**src/rtl/uart_rcv.sv**
```systemverilog
// UART receiver: 8N1 frames (8E1 when UART_RCV_PARITY_EN is defined) with a Req/Ack
// byte handshake and one-cycle framing, overrun and parity error pulses.
`timescale 1ns/1ps
module uart_rcv #(
    parameter int CLKS_PER_BIT = 16
) (
    input  logic       clk,
    input  logic       clr,
    input  logic       RxD,
    input  logic       Ack,
    output logic [7:0] char,
    output logic       Req,
    output logic       ferr,
    output logic       ovr,
    output logic       perr
);

`ifdef UART_RCV_PARITY_EN
    typedef enum logic [2:0] {
        IDLE = 3'd0, START = 3'd1, DATA = 3'd2, PAR = 3'd3, STOP = 3'd4, WAITHI = 3'd5
    } state_t;
`else
    typedef enum logic [2:0] {
        IDLE = 3'd0, START = 3'd1, DATA = 3'd2, STOP = 3'd4, WAITHI = 3'd5
    } state_t;
`endif

    localparam logic [15:0] LAST_CNT = 16'(CLKS_PER_BIT - 1);
    localparam logic [15:0] HALF_CNT = 16'(CLKS_PER_BIT / 2 - 1);

    function automatic logic even_parity(input logic [7:0] data);
        return ^data;
    endfunction

    logic        rx_meta_q, rxs_q;
    state_t      state_q, state_d;
    logic [15:0] cnt_q, cnt_d;
    logic [2:0]  bit_q, bit_d;
    logic [7:0]  shift_q, shift_d;
    logic [7:0]  char_q, char_d;
    logic        req_q, req_d;
    logic        ferr_q, ferr_d;
    logic        ovr_q, ovr_d;
`ifdef UART_RCV_PARITY_EN
    logic        par_err_q, par_err_d;
    logic        perr_q, perr_d;
`endif

    // Next-state and next-output computation for the frame FSM and handshake.
    always_comb begin
        state_d = state_q;
        cnt_d   = cnt_q;
        bit_d   = bit_q;
        shift_d = shift_q;
        char_d  = char_q;
        req_d   = req_q & ~Ack;
        ferr_d  = 1'b0;
        ovr_d   = 1'b0;
`ifdef UART_RCV_PARITY_EN
        par_err_d = par_err_q;
        perr_d    = 1'b0;
`endif
        case (state_q)
            IDLE: begin
                cnt_d = 16'd0;
                bit_d = 3'd0;
                if (!rxs_q) begin
                    state_d = START;
                end else begin
                    state_d = IDLE;
                end
            end
            START: begin
                if (cnt_q == HALF_CNT) begin
                    cnt_d   = 16'd0;
                    state_d = rxs_q ? IDLE : DATA;
                end else begin
                    cnt_d = cnt_q + 16'd1;
                end
            end
            DATA: begin
                if (cnt_q == LAST_CNT) begin
                    cnt_d   = 16'd0;
                    shift_d = {rxs_q, shift_q[7:1]};
                    bit_d   = bit_q + 3'd1;
                    if (bit_q == 3'd7) begin
`ifdef UART_RCV_PARITY_EN
                        state_d = PAR;
`else
                        state_d = STOP;
`endif
                    end else begin
                        state_d = DATA;
                    end
                end else begin
                    cnt_d = cnt_q + 16'd1;
                end
            end
`ifdef UART_RCV_PARITY_EN
            PAR: begin
                if (cnt_q == LAST_CNT) begin
                    cnt_d     = 16'd0;
                    par_err_d = rxs_q ^ even_parity(shift_q);
                    state_d   = STOP;
                end else begin
                    cnt_d = cnt_q + 16'd1;
                end
            end
`endif
            STOP: begin
                if (cnt_q == LAST_CNT) begin
                    cnt_d = 16'd0;
                    if (rxs_q) begin
                        state_d = IDLE;
                        // An Ack on this very edge frees the buffer for the new byte.
                        if (req_q && !Ack) begin
                            ovr_d = 1'b1;
                        end else begin
                            char_d = shift_q;
                            req_d  = 1'b1;
                        end
`ifdef UART_RCV_PARITY_EN
                        perr_d = par_err_q;
`endif
                    end else begin
                        ferr_d  = 1'b1;
                        state_d = WAITHI;
                    end
                end else begin
                    cnt_d = cnt_q + 16'd1;
                end
            end
            WAITHI: begin
                if (rxs_q) begin
                    state_d = IDLE;
                end else begin
                    state_d = WAITHI;
                end
            end
            default: begin
                state_d = IDLE;
                cnt_d   = 16'd0;
                bit_d   = 3'd0;
            end
        endcase
    end

    // Synchronizer, FSM state and registered outputs; clr returns all to idle.
    always_ff @(posedge clk) begin
        if (clr) begin
            rx_meta_q <= 1'b1;
            rxs_q     <= 1'b1;
            state_q   <= IDLE;
            cnt_q     <= 16'd0;
            bit_q     <= 3'd0;
            shift_q   <= 8'h00;
            char_q    <= 8'h00;
            req_q     <= 1'b0;
            ferr_q    <= 1'b0;
            ovr_q     <= 1'b0;
`ifdef UART_RCV_PARITY_EN
            par_err_q <= 1'b0;
            perr_q    <= 1'b0;
`endif
        end else begin
            rx_meta_q <= RxD;
            rxs_q     <= rx_meta_q;
            state_q   <= state_d;
            cnt_q     <= cnt_d;
            bit_q     <= bit_d;
            shift_q   <= shift_d;
            char_q    <= char_d;
            req_q     <= req_d;
            ferr_q    <= ferr_d;
            ovr_q     <= ovr_d;
`ifdef UART_RCV_PARITY_EN
            par_err_q <= par_err_d;
            perr_q    <= perr_d;
`endif
        end
    end

    assign char = char_q;
    assign Req  = req_q;
    assign ferr = ferr_q;
    assign ovr  = ovr_q;
`ifdef UART_RCV_PARITY_EN
    assign perr = perr_q;
`else
    assign perr = 1'b0;
`endif

endmodule
```
**config.mk**
```make
export PLATFORM = sky130hd
export DESIGN_NAME = uart_rcv
export DESIGN_NICKNAME = d
export VERILOG_FILES = /design/src/rtl/uart_rcv.sv
export SDC_FILE = /design/constraint.sdc
export NUM_CORES = 1
export LEC_CHECK = 0
export ABC_CLOCK_PERIOD_IN_PS = 2650
export CAP_MARGIN = 25
export CELL_PAD_IN_SITES_DETAIL_PLACEMENT = 1
export CELL_PAD_IN_SITES_GLOBAL_PLACEMENT = 2
export CORE_UTILIZATION = 35
export CTS_BUF_LIST = sky130_fd_sc_hd__clkbuf_16
export DETAILED_ROUTE_END_ITERATION = 16
export PLACE_DENSITY = 0.77
export SLEW_MARGIN = 20
export SYNTH_ARGS = -nofsm -noshare
export SYNTH_HDL_FRONTEND = slang
export SYNTH_SLANG_ARGS = --single-unit
```
**constraint.sdc**
```tcl
create_clock -name clk -period 2.65 [get_ports clk]
set_input_delay 0.265 -clock clk [delete_from_list [all_inputs] [get_ports clk]]
set_output_delay 0.265 -clock clk [all_outputs]
set_load 0.1 [all_outputs]
```
==> impl_metrics.toml <==
[outcome]
status = "completed"

[global_routing]
grtUsageMet2_pct = 27.5
grt_pass1_wl_um = 8610
grt_util_met3_pct = 3.53
grt_pass1_vias = 1725
gr-usage-all-layers_pct = 18.3
top_usage_layer = "met2"
gr-total-overflow = 0
grtUsageMet1_pct = 26.1
antenna_found_initial = 0
grt_max_degree = 30

[finish]
multi_input_comb_area_um2 = 1070
drive_gt1_share_pct = 13.7
num_antenna_cells = 0
seqCellArea_um2 = 861
nNetsFinal = 261
fillCellCount = 656
syn2layout_area_growth_pct = 18.7

[synthesis]
ys_ff_latch = 43
avgSynthCellArea_um2 = 8.47
synthXorXnorAreaFrac_pct = 3.49
synth_mux_area_share_pct = 3.99
syn_area_um2 = 2010
seq_area_frac_synth_pct = 42.9
synthAdderAreaFrac_pct = 1.87
synth_top_family_by_area = "simple AND/OR/NAND/NOR gates"
postSynthCellCount = 237
synth-compound-area-share_pct = 14.8
ys_warn_count = 0
synth_ff_type = "dfxtp_1"
syn-num-nets = 244
async_reset_ff_share_pct = 0
synth_edf_count = 0
synth_simple_gate_area_share_pct = 29.0
synth.distinct_cells = 48

[drt]
first_pass_iters = 4
vias = 1725
drc = 0
wl_per_cell_um = 15.1
drt-total-wl_um = 4920
vias_per_cell = 5.28
ant_nets = 0
drt_iter0_drc = 59

[worst_setup_path]
cp.required_ns = 2.86
cpPeakStageDelay_ns = 0.64
critPathBufInv = 1
arrival_ns = 2.45
crit_type = "flip-flop to flip-flop"
crit_family = "compound AO/OA/AOI/OAI gates"
path_cells = "nor4b_1 > a211oi_1 > a211oi_4 > buf_4 > or2b_1 > a31oi_1"
critPathCaptureType = "flip-flop"
path_max_fanout = 14
critPathLaunchType = "flip-flop"
cpMaxStageDelayCell = "dfxtp_1"

[clock_network]
clockBufferDepth = 2
cts_hold_buf = 0
htreeDepth = 2
cts_tree = "done"
root_buffer = "clkbuf_16"
cts_setup_buffers = 0
cts_buffers = 5
cts_num_sinks = 43
clkTransAtPathRegs_ns = 0.06
ctsResizeCount = 0
clk_latency_ns = 0.28

[timing]
finalCritPeriodShare_pct = 84.6
setup_slack_ns = 0.408
finalHoldViolations = 0
rsz0062_at_grt = "no"
clock_skew_ns = 0.00623
timing.fmax_mhz = 446
tns_ns = 0
worst_slew_pin_slew_ns = 0.599
slew_headroom_pct = 59.5
drv_slew = 0
setup_viol = 0
period_needed_ns = 2.24

[pwr]
power_density_nw_per_um2 = 630
peakVddDrop_uv = 425
p_leak_nw = 0.811

[die]
num_io_pins = 16
fp.dieH_um = 77.7
core_um2 = 5510
dieArea_um2 = 6040
start_util_pct = 36.5
placementRows = 27
die_w_um = 77.7

[placed_design]
hpwlAfterDp_um = 3410
place_ws_ns = 0.452
io_buffers = 14
routabilityCongestion = 0.758

[run]
cap_violations = 0

[worst_hold_path]
min_path_type = "flip-flop to flip-flop"
[stage by stage]
| stage | total power [mW] | hold WS (ns) | instances | utilization, % | cell area [um2] |
|---|---|---|---|---|---|
| after CTS | 1.53 | 0.421 | 327 | 43.3 | 2380 |
| final | 1.50 | 0.418 | 327 | 43.3 | 2380 |
| after floorplan | 0.770 | 0.369 | 237 | - | 2010 |
| after global routing | 1.57 | 0.454 | 327 | 43.3 | 2380 |
| after detailed placement | 0.799 | 0.405 | 319 | 40.2 | 2210 |
| after global placement | 0.798 | 0.401 | 319 | 40.2 | 2210 |
[flip-flops by register name (all words and copies together) (netlist names)]
name and cells:
cnt_q 16, char 8, bit_q 3, ferr 1, rx_meta_q 1, shift_q 8
state_q 3, Req 1, rxs_q 1, ovr 1
[where the power goes]
| group | leakage [nW] | internal (mW) | switching, mW |
|---|---|---|---|
| registers | 0.347 | 0.655 | 0.0236 |
| logic | 0.380 | 0.0410 | 0.0670 |
| clock network | 0.0844 | 0.450 | 0.266 |
[worst paths after layout]
check	slack, ns	cells past startpoint	to	startpoint
max	0.41	6	cnt_q[12]	state_q[1]
min	0.42	1	rxs_q	rx_meta_q
max reg2reg	0.41	6	cnt_q[12]	state_q[1]
min reg2reg	0.42	1	rxs_q	rx_meta_q
[cells in the mapped netlist (4+ instances only)]
| master | count | area share (%) |
|---|---|---|
| xor2_1 | 4 | 1.7 |
| nor3_1 | 4 | 1.0 |
| xnor2_1 | 4 | 1.7 |
| nand3_1 | 5 | 1.2 |
| nand2b_1 | 5 | 1.6 |
| nor4_1 | 4 | 1.2 |
| mux2i_1 | 8 | 4.0 |
| clkbuf_1 | 5 | 0.93 |
| a21oi_1 | 22 | 5.5 |
| nand4_1 | 7 | 2.2 |
| a31oi_1 | 6 | 1.9 |
| nor3b_1 | 4 | 1.5 |
| o21ai_0 | 10 | 2.5 |
| inv_1 | 4 | 0.75 |
| nand2_1 | 35 | 6.5 |
| dfxtp_1 | 43 | 43 |
| nor2_1 | 24 | 4.5 |
[metal layers]
layer,part of all wire (%),wire [um]
met5,0,0
met1,52,2540
met2,44,2150
met4,0.63,31
met3,4.0,195
[cells by family (layout without fill, tap and decap cells)]
| kind of cell | Yosys count | count (layout) |
|---|---|---|
| AOI/OAI and AO/OA | 49 | 49 |
| DFF | 43 | 43 |
| xor gates and xnor gates | 8 | 8 |
| buffers and inverters | 16 | 34 |
| adders and majority gates | 3 | 3 |
| muxes | 8 | 8 |
| and+or+nand+nor | 109 | 109 |
| other | 1 | 1 |
[cells in the final DEF (no fill, tap or decap), types with 5 or more instances in the layout]
cell type,Yosys,final
dfxtp_1,43,43
nand2_1,35,35
nor2_1,24,24
a21oi_1,22,22
buf_4,3,19
o21ai_0,10,10
mux2i_1,8,8
nand4_1,7,7
a31oi_1,6,6
nand2b_1,5,5
nand3_1,5,5
clkbuf_16,0,5
[cell type report]
| cell class | count | share of cell area (%) |
|---|---|---|
| clock buffers | 5 | 5.25 |
| inverters | 4 | 0.630 |
| flip-flops and latches | 43 | 36.1 |
| clock inverters | 3 | 1.99 |
| well taps | 72 | 3.78 |
| multi-input cells | 178 | 45.0 |
| repair buffers | 22 | 7.24 |
No activity file was read; power rests on OpenSTA's default activity.
